<file path="config.mk">
export PLATFORM = sky130hd
export DESIGN_NAME = mul_seq32
export DESIGN_NICKNAME = d
export VERILOG_FILES = /design/src/rtl/mul_seq32.sv
export SDC_FILE = /design/constraint.sdc
export NUM_CORES = 1
export LEC_CHECK = 0
export BUFFER_PORTS_ARGS = -buffer_cell sky130_fd_sc_hd__buf_2
export CAP_MARGIN = 20
export CORE_AREA = 5 5 121 111
export DETAILED_ROUTE_END_ITERATION = 12
export DIE_AREA = 0 0 126 116
export GPL_ROUTABILITY_DRIVEN = 0
export GPL_TIMING_DRIVEN = 0
export HOLD_SLACK_MARGIN = 0.12
export PLACE_DENSITY = 0.85
export SLEW_MARGIN = 0
export SYNTH_ARGS = -nofsm -noshare
export SYNTH_HDL_FRONTEND = slang
export SYNTH_SLANG_ARGS = --single-unit
</file>
<file path="constraint.sdc">
create_clock -name clk -period 3.1 [get_ports clk]
set_clock_uncertainty 0.1 [all_clocks]
set_input_delay 0.465 -clock clk [delete_from_list [all_inputs] [get_ports clk]]
set_output_delay 0.465 -clock clk [all_outputs]
set_load 0.1 [all_outputs]
</file>
<file path="src/rtl/mul_seq32.sv">
// Sequential unsigned WIDTH x WIDTH -> 2*WIDTH shift-add multiplier.
// One partial-product step per clock through an adder that lives outside this block.
module mul_seq32 #(
   parameter int WIDTH = 32,
   parameter int CNT_W = 5
) (
   input  logic               clk,
   input  logic               rst,
   input  logic               start,
   input  logic [WIDTH-1:0]   mcand,
   input  logic [WIDTH-1:0]   mplier,
   output logic               busy,
   output logic               done,
   output logic [2*WIDTH-1:0] product,
   output logic [WIDTH-1:0]   add_a,
   output logic [WIDTH-1:0]   add_b,
   input  logic [WIDTH-1:0]   add_sum,
   input  logic               add_cout
);

   typedef enum logic [1:0] {
      S_IDLE = 2'd0,
      S_RUN  = 2'd1,
      S_DONE = 2'd2
   } state_t;

   state_t             r_state;
   state_t             w_state_nxt;
   logic [CNT_W-1:0]   r_count;
   logic [WIDTH-1:0]   r_mcand;
   logic [WIDTH-1:0]   r_p_hi;
   logic [WIDTH-1:0]   r_p_lo;
   logic               w_accept;
   logic               w_last;
   logic [2*WIDTH-1:0] w_shift;

   // 65-bit {cout, sum, P_lo} shifted right by one; the dropped LSB is P_lo[0].
   assign w_shift = {add_cout, add_sum, r_p_lo[WIDTH-1:1]};

   assign add_a   = r_p_hi;
   assign add_b   = r_p_lo[0] ? r_mcand : '0;
   assign product = {r_p_hi, r_p_lo};
   assign busy    = (r_state != S_IDLE);
   assign done    = (r_state == S_DONE);

   always_ff @(posedge clk or posedge rst) begin
      if (rst) r_state <= S_IDLE;
      else     r_state <= w_state_nxt;
   end

   always_comb begin
      w_state_nxt = r_state;
      w_accept    = 1'b0;
      w_last      = (r_count == CNT_W'(WIDTH-1));
      case (r_state)
         S_IDLE: begin
            if (start) begin
               w_accept    = 1'b1;
               w_state_nxt = S_RUN;
            end
         end
         S_RUN: begin
            // The edge leaving RUN still performs the final iteration.
            if (w_last) w_state_nxt = S_DONE;
         end
         S_DONE:  w_state_nxt = S_IDLE;
         default: w_state_nxt = S_IDLE;
      endcase
   end

   always_ff @(posedge clk or posedge rst) begin
      if (rst) begin
         r_count <= '0;
         r_mcand <= '0;
         r_p_hi  <= '0;
         r_p_lo  <= '0;
      end else if (w_accept) begin
         r_count <= '0;
         r_mcand <= mcand;
         r_p_hi  <= '0;
         r_p_lo  <= mplier;
      end else if (r_state == S_RUN) begin
         {r_p_hi, r_p_lo} <= w_shift;
         r_count          <= r_count + CNT_W'(1);
      end
   end

endmodule

</file>
# After elaboration in Yosys (flattened, before gate mapping)
# Cells that the tools add are included.
dict set report word_totals {
  ff_bits 103
  word_cells 27
  input_bits 100
  out_inout_bits 130
}
dict set report classes {
  eq_ne 5
  n_addsub 1
  mux 12
  n_reduce_logical 4
}
# op n
set op_table {}
lappend op_table {{$mux 32} 5}
lappend op_table {{$mux 5} 2}
lappend op_table {{$add 5x1->5 const B} 1}
lappend op_table {{$eq 5x5->1 const B} 1}
lappend op_table {{$mux 2} 2}
lappend op_table {{$ne 2x2->1 const B} 2}
lappend op_table {{$pmux 2 s2} 1}
lappend op_table {{$reduce_bool 2->1} 2}
lappend op_table {{$eq 2x1->1 const B} 1}
lappend op_table {{$eq 2x2->1 const B} 1}
lappend op_table {{$logic_not 2->1} 1}
lappend op_table {{$mux 1} 2}
lappend op_table {{$reduce_and 2->1} 1}

# Logic depth before layout (Yosys ltp)
# Gate-level depths: netlist (run 1).
dict set report logic_depth {
  depth_word 3
  depth_mapped 6
  ltp_nobuf 5
}

# Least setup slack after synthesis (run 1)
# Ideal clock, no wire load.
dict set report synth_timing {
  path_type {flip-flop to output port}
  start {register r_p_lo[0]}
  end {output add_b[22]}
  t_arrival_ns 2.004
  path_stages_with_launch 3
  path_slack_ns 0.531
  path_cell_list {dfrtp_1 clkbuf_1 and2_1}
}
dict set report synth_via {
  elab_chain_len 1
}
# element line
set synth_rtl {}
lappend synth_rtl {{from (decl)} 32} ;# logic [WIDTH-1:0] r_p_lo;
lappend synth_rtl {{from (signal assigned)} 81} ;# r_p_lo <= mplier;
lappend synth_rtl {{from (signal assigned)} 83} ;# {r_p_hi, r_p_lo} <= w_shift;
lappend synth_rtl {{$mux 32} 41} ;# assign add_b = r_p_lo[0] ? r_mcand : '0;
lappend synth_rtl {{to (decl)} 16} ;# output logic [WIDTH-1:0] add_b,
# No other way between the ends.

# Final worst setup path (run 1)
dict set report layout_timing {
  start {register r_p_lo[0]}
  end {output add_b[29]}
}
# The elaborated chain is that of the path after synthesis.

==> flow_summary_export.csv, run 1 <==
group,metric,value,unit
run_status,status,"finished, final reports clean",
yosys,yosys.area.top_type,"dfrtp_1",
clock_network,ctsHoldBuffers,0,
drt,wl_per_cell,14.11,um
clock_network,cts-root-buf,"clkbuf_16",
yosys,yosysWarningCount,0,
floorplanning,core_area,0.01198,sq mm
worst_setup_path,crit_type,"reg2out",
timing,fmax,431.6,MHz
grt,grt_usage,17.69,%
timing,grt_setup_unrepaired,"no",
grt,first_global_vias,4249,
yosys,avgSynthCellArea,9.112,sq um
finish,drive_gt1_share,41.55,%
timing,setup_violations,0,
grt,grt_max_degree,38,
finish,final_area,0.006382,sq mm
clock_network,path_clk_slew,70,ps
drt,ant_nets,0,
clock_network,clk_latency,330,ps
timing,finalMaxSlewViolations,0,
yosys,synth.most_common_cell,"nand2_1",
drt,drtIter0Drc,210,
drt,via_per_inst,4.616,
clock_network,cts_buffers,9,
yosys,synthesis.nets,618,
placed_design,place_hpwl,10140,um
grt,grt_pass1_wl,20970,um
yosys,synthFlopType,"dfrtp_1",
floorplanning,placementRows,38,
drt,drt-total-wl,13020,um
grt,grt_overflow,0,
grt,antenna_found_initial,0,
flow_run,cap_violations,0,
worst_hold_path,min-delay-path-class,"in2async",
finish,fillCellCount,1125,
clock_network,post-cts-setup-buffer-count,0,
grt,grt_use_met2,30.59,%
floorplanning,die_w,126,um
timing,worst_pin_slew,706.1,ps
finish,antennaDiodeCount,0,
drt,dr.pass1.iters,5,
worst_setup_path,ff2ff_path_depth,4,
clock_network,clockBufferDepth,2,
worst_setup_path,end_kind,"output pin",
timing,max_slew_margin,52.83,%
timing,period_minus_slack,2317,ps
finish,stdcell_count,923,
drt,post-route-drc-count,0,
clock_network,cts_tree,"done",
yosys,yosys-top-cells-count,"230 x nand2_1, 103 x dfrtp_1, 37 x buf_4, 33 x and2_1, 31 x a22oi_1",
yosys,yosysUniqueCellTypes,27,
floorplanning,ios,230,
clock_network,cts_resized,0,
clock_network,cts.sinks,103,
finish,nNetsFinal,860,
placed_design,dpl.cell_count,907,
placed_design,port_buffers,229,
floorplanning,dieArea,0.01462,sq mm
yosys,synthCells,516,
yosys,synth_edf_count,0,
grt,met3_usage,4.793,%
yosys,netlist_area,0.004702,sq mm
floorplanning,fp.dieH,116,um
drt,num_vias,4261,
grt,grt_busiest_layer,"met2",
yosys,async_reset_ff_share,100.0,%
worst_setup_path,worstPathArrival,1750,ps
yosys,synthTopCellsByArea,"dfrtp_1 55%, nand2_1 18%, buf_4 5.9%",
grt,grt.met1_usage,22.25,%
timing,tns,0,ps
timing,hold_violations,0,
placed_design,place_area,0.006092,sq mm
worst_setup_path,worstPathMaxFanout,10,
yosys,synth_seq_area_share,54.82,%
clock_network,cts.htree.levels,3,
finish,area_growth,35.74,%
yosys,synth_top_area_share,54.82,%
worst_setup_path,critPathRequiredTime,2530,ps
yosys,ys_seq_elements,103,
floorplanning,initial_core_util,39.24,%
timing,min_period_over_period,74.75,%
worst_setup_path,start_kind,"register",
## metrics by stage
step / worst slack (ps) / hold WS, ps / utilization, %
finish: 782.8 / 130.7 / 53.27
global route: 684.0 / 182.6 / 53.27
CTS: 773.8 / 137.2 / 53.27
detailed placement: 1152 / 355.1 / 50.85
global placement: 602.7 / 351.1 / 50.51
floorplan: 531.4 / 336.9 / -
## final timing paths
kind,to,start,slack [ps]
worst max-delay path,add_b[29],r_p_lo[0]$_DFFE_PP0P_,780
worst min-delay path,r_p_lo[3]$_DFFE_PP0P_,rst,130
worst max register to register,r_p_lo[1]$_DFFE_PP0P_,r_state[0]$_DFFE_PP0P_,1550
worst min register to register,r_mcand[9]$_DFFE_PP0P_,r_mcand[9]$_DFFE_PP0P_,370
max in group asynchronous,add_a[6]$_DFFE_PP0P_,rst,1900
min in group clk,r_mcand[13]$_DFFE_PP0P_,mcand[13],220
## cell families (layout without fill, tap and decap cells)
family                     count (synthesis)  count (layout)  share of synthesized area (%)
and+or+nand+nor                          306             306                          28.50
DFF                                      103             103                          54.82
buffers and inverters                     66             313                          9.846
muxes                                      1               1                         0.2129
AOI/OAI and AO/OA                         38              38                          6.093
adders and majority gates                  2               2                         0.5321
## final cells by class
| class | instances | area [sq um] | share of cell area [%] |
|---|---|---|---|
| Sequential cell | 103 | 2577 | 40.38 |
| Inverter | 1 | 7.507 | 0.1176 |
| Clock buffer | 11 | 232.7 | 3.646 |
| Clock inverter | 5 | 57.56 | 0.9018 |
| Multi-Input combinational cell | 347 | 1662 | 26.03 |
| Buffer | 65 | 459.2 | 7.195 |
| Timing Repair Buffer | 231 | 1186 | 18.58 |
| Tap cell | 160 | 200.2 | 3.137 |
## layout by cell type, fill, tap and decap left out
master,synthesis,final
buf_2,13,242
buf_4,37,37
nor3b_1,1,1
o21ba_2,1,1
a22oi_1,31,31
nand2_1,230,230
a31oi_2,1,1
o21bai_2,1,1
nor2b_1,2,2
clkinvlp_4,0,1
clkbuf_16,0,9
or2_2,1,1
a21oi_1,1,1
inv_6,0,1
and2_1,33,33
o21ai_0,3,3
dfrtp_1,103,103
nand3_1,26,26
and3_1,1,1
or3b_1,1,1
nand4_1,1,1
buf_1,1,1
clkinv_2,0,2
nor2_2,1,1
ha_1,2,2
clkinv_4,0,1
nand2b_1,1,1
buf_12,0,2
mux2i_1,1,1
nand3_2,8,8
clkbuf_1,6,8
bufinv_16,0,1
buf_6,8,8
## sequential cells by signal, summed over array words and instances, names as in the netlist
signal	cells
add_a	32
r_count	5
r_mcand	32
r_p_lo	32
r_state	2
## worst max-delay path, cell delays in order, from the launching register on
cell and delay, ps:
dfrtp_1 500, clkbuf_1 300, and2_1 190, buf_2 420
## routing by layer
| layer | vias to the layer above | part of all wire (%) |
|---|---|---|
| met4 | 0 | 1.3 |
| met3 | 16 | 7.6 |
| li1 | 2099 | - |
| met2 | 155 | 49 |
| met1 | 1991 | 42 |
| met5 | - | 0 |
Power of run 1 is not shown: default switching activity piles up to over one toggle a cycle in this logic, so the estimate is an artifact.
==> run 2, diff against run 1 <==
PLACE_DENSITY = 0.82   (was 0.85)
clock period = 2.4 ns   (was 3.1 ns; I/O delays follow)
==> flow_summary_export.csv, run 2 (synthesis gave the netlist of run 1 again) <==
group,metric,value,unit
timing,finalMaxSlewViolations,0,
clock_network,path_clk_slew,70,ps
finish,final_common_cell,"buf_2",
drt,num_vias,4637,
worst_setup_path,worstPathMaxFanout,10,
floorplanning,ios,230,
grt,first_global_vias,4738,
clock_network,cts.htree.levels,3,
flow_run,cap_violations,0,
timing,tns,0,ps
finish,layout_common_cells,"242 x buf_2, 230 x nand2_1, 103 x dfrtp_1, 62 x dlygate4sd3_1, 37 x buf_4",
drt,via_per_inst,4.708,
worst_setup_path,start_kind,"register",
grt,grt_pass1_wl,22830,um
drt,ant_nets,0,
worst_setup_path,crit_type,"reg2out",
clock_network,clockBufferDepth,2,
finish,antennaDiodeCount,0,
grt,grt_usage,19.23,%
floorplanning,die_w,126,um
floorplanning,fp.dieH,116,um
timing,period_minus_slack,2245,ps
clock_network,clk_latency,340,ps
grt,grt_overflow,0,
grt,antenna_found_initial,0,
finish,drive_gt1_share,42.06,%
timing,worst_pin_slew,560.6,ps
timing,fmax,445.5,MHz
worst_setup_path,end_kind,"output pin",
clock_network,ctsHoldBuffers,61,
clock_network,post-cts-setup-buffer-count,0,
timing,min_period_over_period,93.54,%
timing,hold_violations,0,
placed_design,port_buffers,229,
timing,grt_setup_unrepaired,"no",
drt,drt-total-wl,14390,um
worst_setup_path,critPathRequiredTime,1940,ps
drt,post-route-drc-count,0,
finish,nNetsFinal,922,
worst_hold_path,min-delay-path-class,"in2reg",
clock_network,cts_buffers,9,
finish,area_growth,50.21,%
finish,fillCellCount,1013,
drt,drtIter0Drc,213,
placed_design,place_hpwl,9953,um
worst_setup_path,worstPathArrival,1780,ps
drt,wl_per_cell,14.61,um
floorplanning,initial_core_util,39.24,%
clock_network,cts_resized,0,
clock_network,cts_tree,"done",
clock_network,cts.sinks,103,
timing,max_slew_margin,62.55,%
clock_network,cts-root-buf,"clkbuf_16",
floorplanning,placementRows,38,
floorplanning,dieArea,0.01462,sq mm
timing,setup_violations,0,
drt,dr.pass1.iters,5,
grt,grt_max_degree,41,
run_status,status,"finished, final reports clean",
floorplanning,core_area,0.01198,sq mm
run 2: changes by cell type in the layout (fill, tap and decap cells not counted):
cell / delta
and2_1: -29
and2_2: +29
bufinv_16: +1
clkbuf_1: -1
clkinv_4: -1
clkinvlp_4: +2
dlygate4sd3_1: +62
inv_6: -1
run 2: worst max-delay path: stages (launching register included):
cell	delay [ps]
dfrtp_1	490
clkbuf_1	320
and2_2	200
buf_2	420
run 2: final cells by class:
type / count / area [sq um] / share of cell area [%]
Sequential cell: 103 / 2577 / 36.49
Clock buffer: 10 / 229.0 / 3.242
Tap cell: 160 / 200.2 / 2.834
Clock inverter: 6 / 85.08 / 1.205
Timing Repair Buffer: 293 / 1807 / 25.58
Buffer: 65 / 459.2 / 6.501
Multi-Input combinational cell: 347 / 1698 / 24.04
Inverter: 1 / 7.507 / 0.1063
run 2: through the flow:
stage                     instance area (sq um)  utilization, %  setup slack, ps  hold WS (ps)  instances
after floorplan                            4742               -            116.6         336.8        516
after global placement                     6088           50.81            13.19         351.5        905
after detailed placement                   6128           51.15            531.4         342.2        907
after CTS                                  7053           58.87            139.4         122.8        984
after global routing                       7063           58.95            38.78         137.7        985
final                                      7063           58.95            155.2         140.0        985
run 2: final timing paths:
| check | from | cells after the start | endpoint | slack (ps) |
|---|---|---|---|---|
| worst min register to register | r_mcand[14]$_DFFE_PP0P_ | 2 | r_mcand[14]$_DFFE_PP0P_ | 370 |
| worst min-delay path | mcand[2] | 3 | r_mcand[2]$_DFFE_PP0P_ | 140 |
| worst max register to register | r_state[0]$_DFFE_PP0P_ | 4 | r_p_lo[8]$_DFFE_PP0P_ | 850 |
| worst max-delay path | r_p_lo[0]$_DFFE_PP0P_ | 3 | add_b[9] | 160 |
| min in group asynchronous | rst | 3 | r_p_lo[3]$_DFFE_PP0P_ | 540 |
| max in group asynchronous | rst | 5 | add_a[13]$_DFFE_PP0P_ | 800 |
run 2: routing by layer:
metal / GRT usage [%] / part of all wire (%)
met5: 0 / 0
met1: 22.43 / 40
met4: 7.863 / 3.1
met2: 33.75 / 50
met3: 5.392 / 7.0
Power of run 2 is left out for the same reason.
==> run 3, diff against run 2 <==
REMOVE_ABC_BUFFERS = 1   (was not set)
SETUP_SLACK_MARGIN = 0.5   (was not set)
==> flow_summary_export.csv, run 3 (synthesis gave the netlist of run 1 again) <==
group,metric,value,unit
timing,max_slew_margin,48.90,%
timing,hold_violations,0,
flow_run,cap_violations,0,
finish,area_growth,45.26,%
worst_setup_path,crit_type,"reg2out",
placed_design,place_hpwl,8679,um
clock_network,cts.htree.levels,3,
drt,ant_nets,0,
placed_design,port_buffers,229,
drt,via_per_inst,4.825,
timing,setup_violations,0,
worst_setup_path,r2r_slack,660,ps
worst_setup_path,regToRegStartpoint,"r_state[0]$_DFFE_PP0P_",
run_status,status,"finished, final reports clean",
floorplanning,core_area,0.01198,sq mm
clock_network,cts.sinks,103,
worst_setup_path,worstPathMaxFanout,17,
grt,grt_overflow,0,
clock_network,clk_latency,340,ps
worst_setup_path,critPathRequiredTime,1940,ps
placed_design,pre_cts_ws,304.1,ps
finish,drive_gt1_share,36.54,%
drt,wl_per_cell,15.57,um
grt,antenna_found_initial,0,
grt,grt_usage,18.55,%
timing,period_minus_slack,1845,ps
finish,final_common_cell,"nand2_1",
clock_network,clockBufferDepth,2,
worst_hold_path,hp-start,"add_sum[25]",
clock_network,path_clk_slew,70,ps
worst_hold_path,hold-path-endpoint,"add_a[24]$_DFFE_PP0P_",
finish,nNetsFinal,866,
worst_setup_path,worstPathArrival,1380,ps
worst_setup_path,start_kind,"register",
worst_hold_path,min-delay-path-class,"in2reg",
worst_hold_path,hold_depth,3,
timing,finalMaxSlewViolations,0,
clock_network,cts_buffers,9,
grt,grt_pass1_wl,22260,um
grt,grt_max_degree,71,
drt,num_vias,4482,
timing,fin_ws,555.1,ps
floorplanning,placementRows,38,
clock_network,cts_tree,"done",
drt,drtIter0Drc,427,
timing,grt_setup_unrepaired,"no",
clock_network,cts-root-buf,"clkbuf_16",
finish,antennaDiodeCount,0,
floorplanning,initial_core_util,39.24,%
finish,layout_common_cells,"230 x nand2_1, 195 x buf_2, 100 x dfrtp_1, 58 x dlygate4sd3_1, 33 x and2_1",
timing,min_period_over_period,76.87,%
floorplanning,dieArea,0.01462,sq mm
floorplanning,ios,230,
worst_setup_path,rr_endpoint,"add_a[12]$_DFFE_PP0P_",
worst_setup_path,end_kind,"output pin",
timing,worst_pin_slew,763.0,ps
timing,fmax,542.0,MHz
drt,post-route-drc-count,0,
drt,drt-total-wl,14460,um
floorplanning,fp.dieH,116,um
grt,first_global_vias,4496,
floorplanning,die_w,126,um
drt,dr.pass1.iters,5,
worst_setup_path,ff2ff_path_depth,4,
[run 3: changes by cell type in the layout (fill, tap and decap cells not counted), moves of 2 or more]
cell	before	now
bufinv_16	2	0
buf_4	37	21
buf_2	242	195
inv_6	0	4
dlygate4sd3_1	62	58
buf_6	8	21
dfrtp_2	0	2
and2_1	4	33
dfrtp_1	103	100
and2_2	29	0
or3b_4	0	2
clkinv_2	2	0
clkbuf_1	7	0
[run 3: critical path: stages (launching register included)]
cell     delay, ps
dfrtp_4        510
buf_6          170
and2_1         180
buf_6          190
[run 3: per-layer routing]
layer / track usage, % / routed length (um) / up-vias
li1: - / - / 2112
met1: 22.98 / 5848 / 2148
met2: 32.58 / 7394 / 195
met3: 4.332 / 970 / 27
met4: 5.575 / 250 / 0
met5: 0 / 0 / -
[run 3: cell type report]
class / instances / area [sq um]
Clock buffer: 10 / 239.0
Clock inverter: 6 / 50.05
Fill cell: 1029 / 5151
Inverter: 1 / 6.256
Multi-Input combinational cell: 349 / 1710
Sequential cell: 103 / 2584
Tap cell: 160 / 200.2
Timing Repair Buffer: 300 / 2041
[run 3: what timing repair did]
action                                  in CTS  in global routing
endpoints found under the setup margin      52                 52
buffers inserted                             3                  3
pin swaps                                    0                  1
cloned                                       1                  1
gates resized for setup                     36                 22
hold buffers                                58                  0
endpoints found under the hold margin      100                  0
[run 3: how the worst max path moves through the flow]
stage	from	end	slack (ps)	cells after the start
floorplan	r_state[0]$_DFFE_PP0P_	r_p_lo[0]$_DFFE_PP0P_	-2120	3
global placement	r_state[0]$_DFFE_PP0P_	r_p_lo[23]$_DFFE_PP0P_	-4810	3
detailed placement	r_p_lo[0]$_DFFE_PP0P_	add_b[22]	300	2
CTS	r_state[1]$_DFFE_PP0P_	done	440	2
global route	r_p_lo[0]$_DFFE_PP0P_	add_b[2]	500	3
finish	r_p_lo[0]$_DFFE_PP0P_	add_b[2]	560	3
[run 3: metrics by stage]
stage          std cells  TNS (ps)  util [%]  hold slack (ps)  area, sq um
6_report             929         0     57.01            136.3         6830
5_1_grt              929         0     57.01            125.1         6830
4_1_cts              925         0     56.15            121.0         6728
3_5_place_dp         847         0     47.71            354.4         5717
3_3_place_gp         840   -549960     46.65            348.9         5589
2_1_floorplan        451   -233570         -            337.2         4243
Power of run 3 is left out for the same reason.
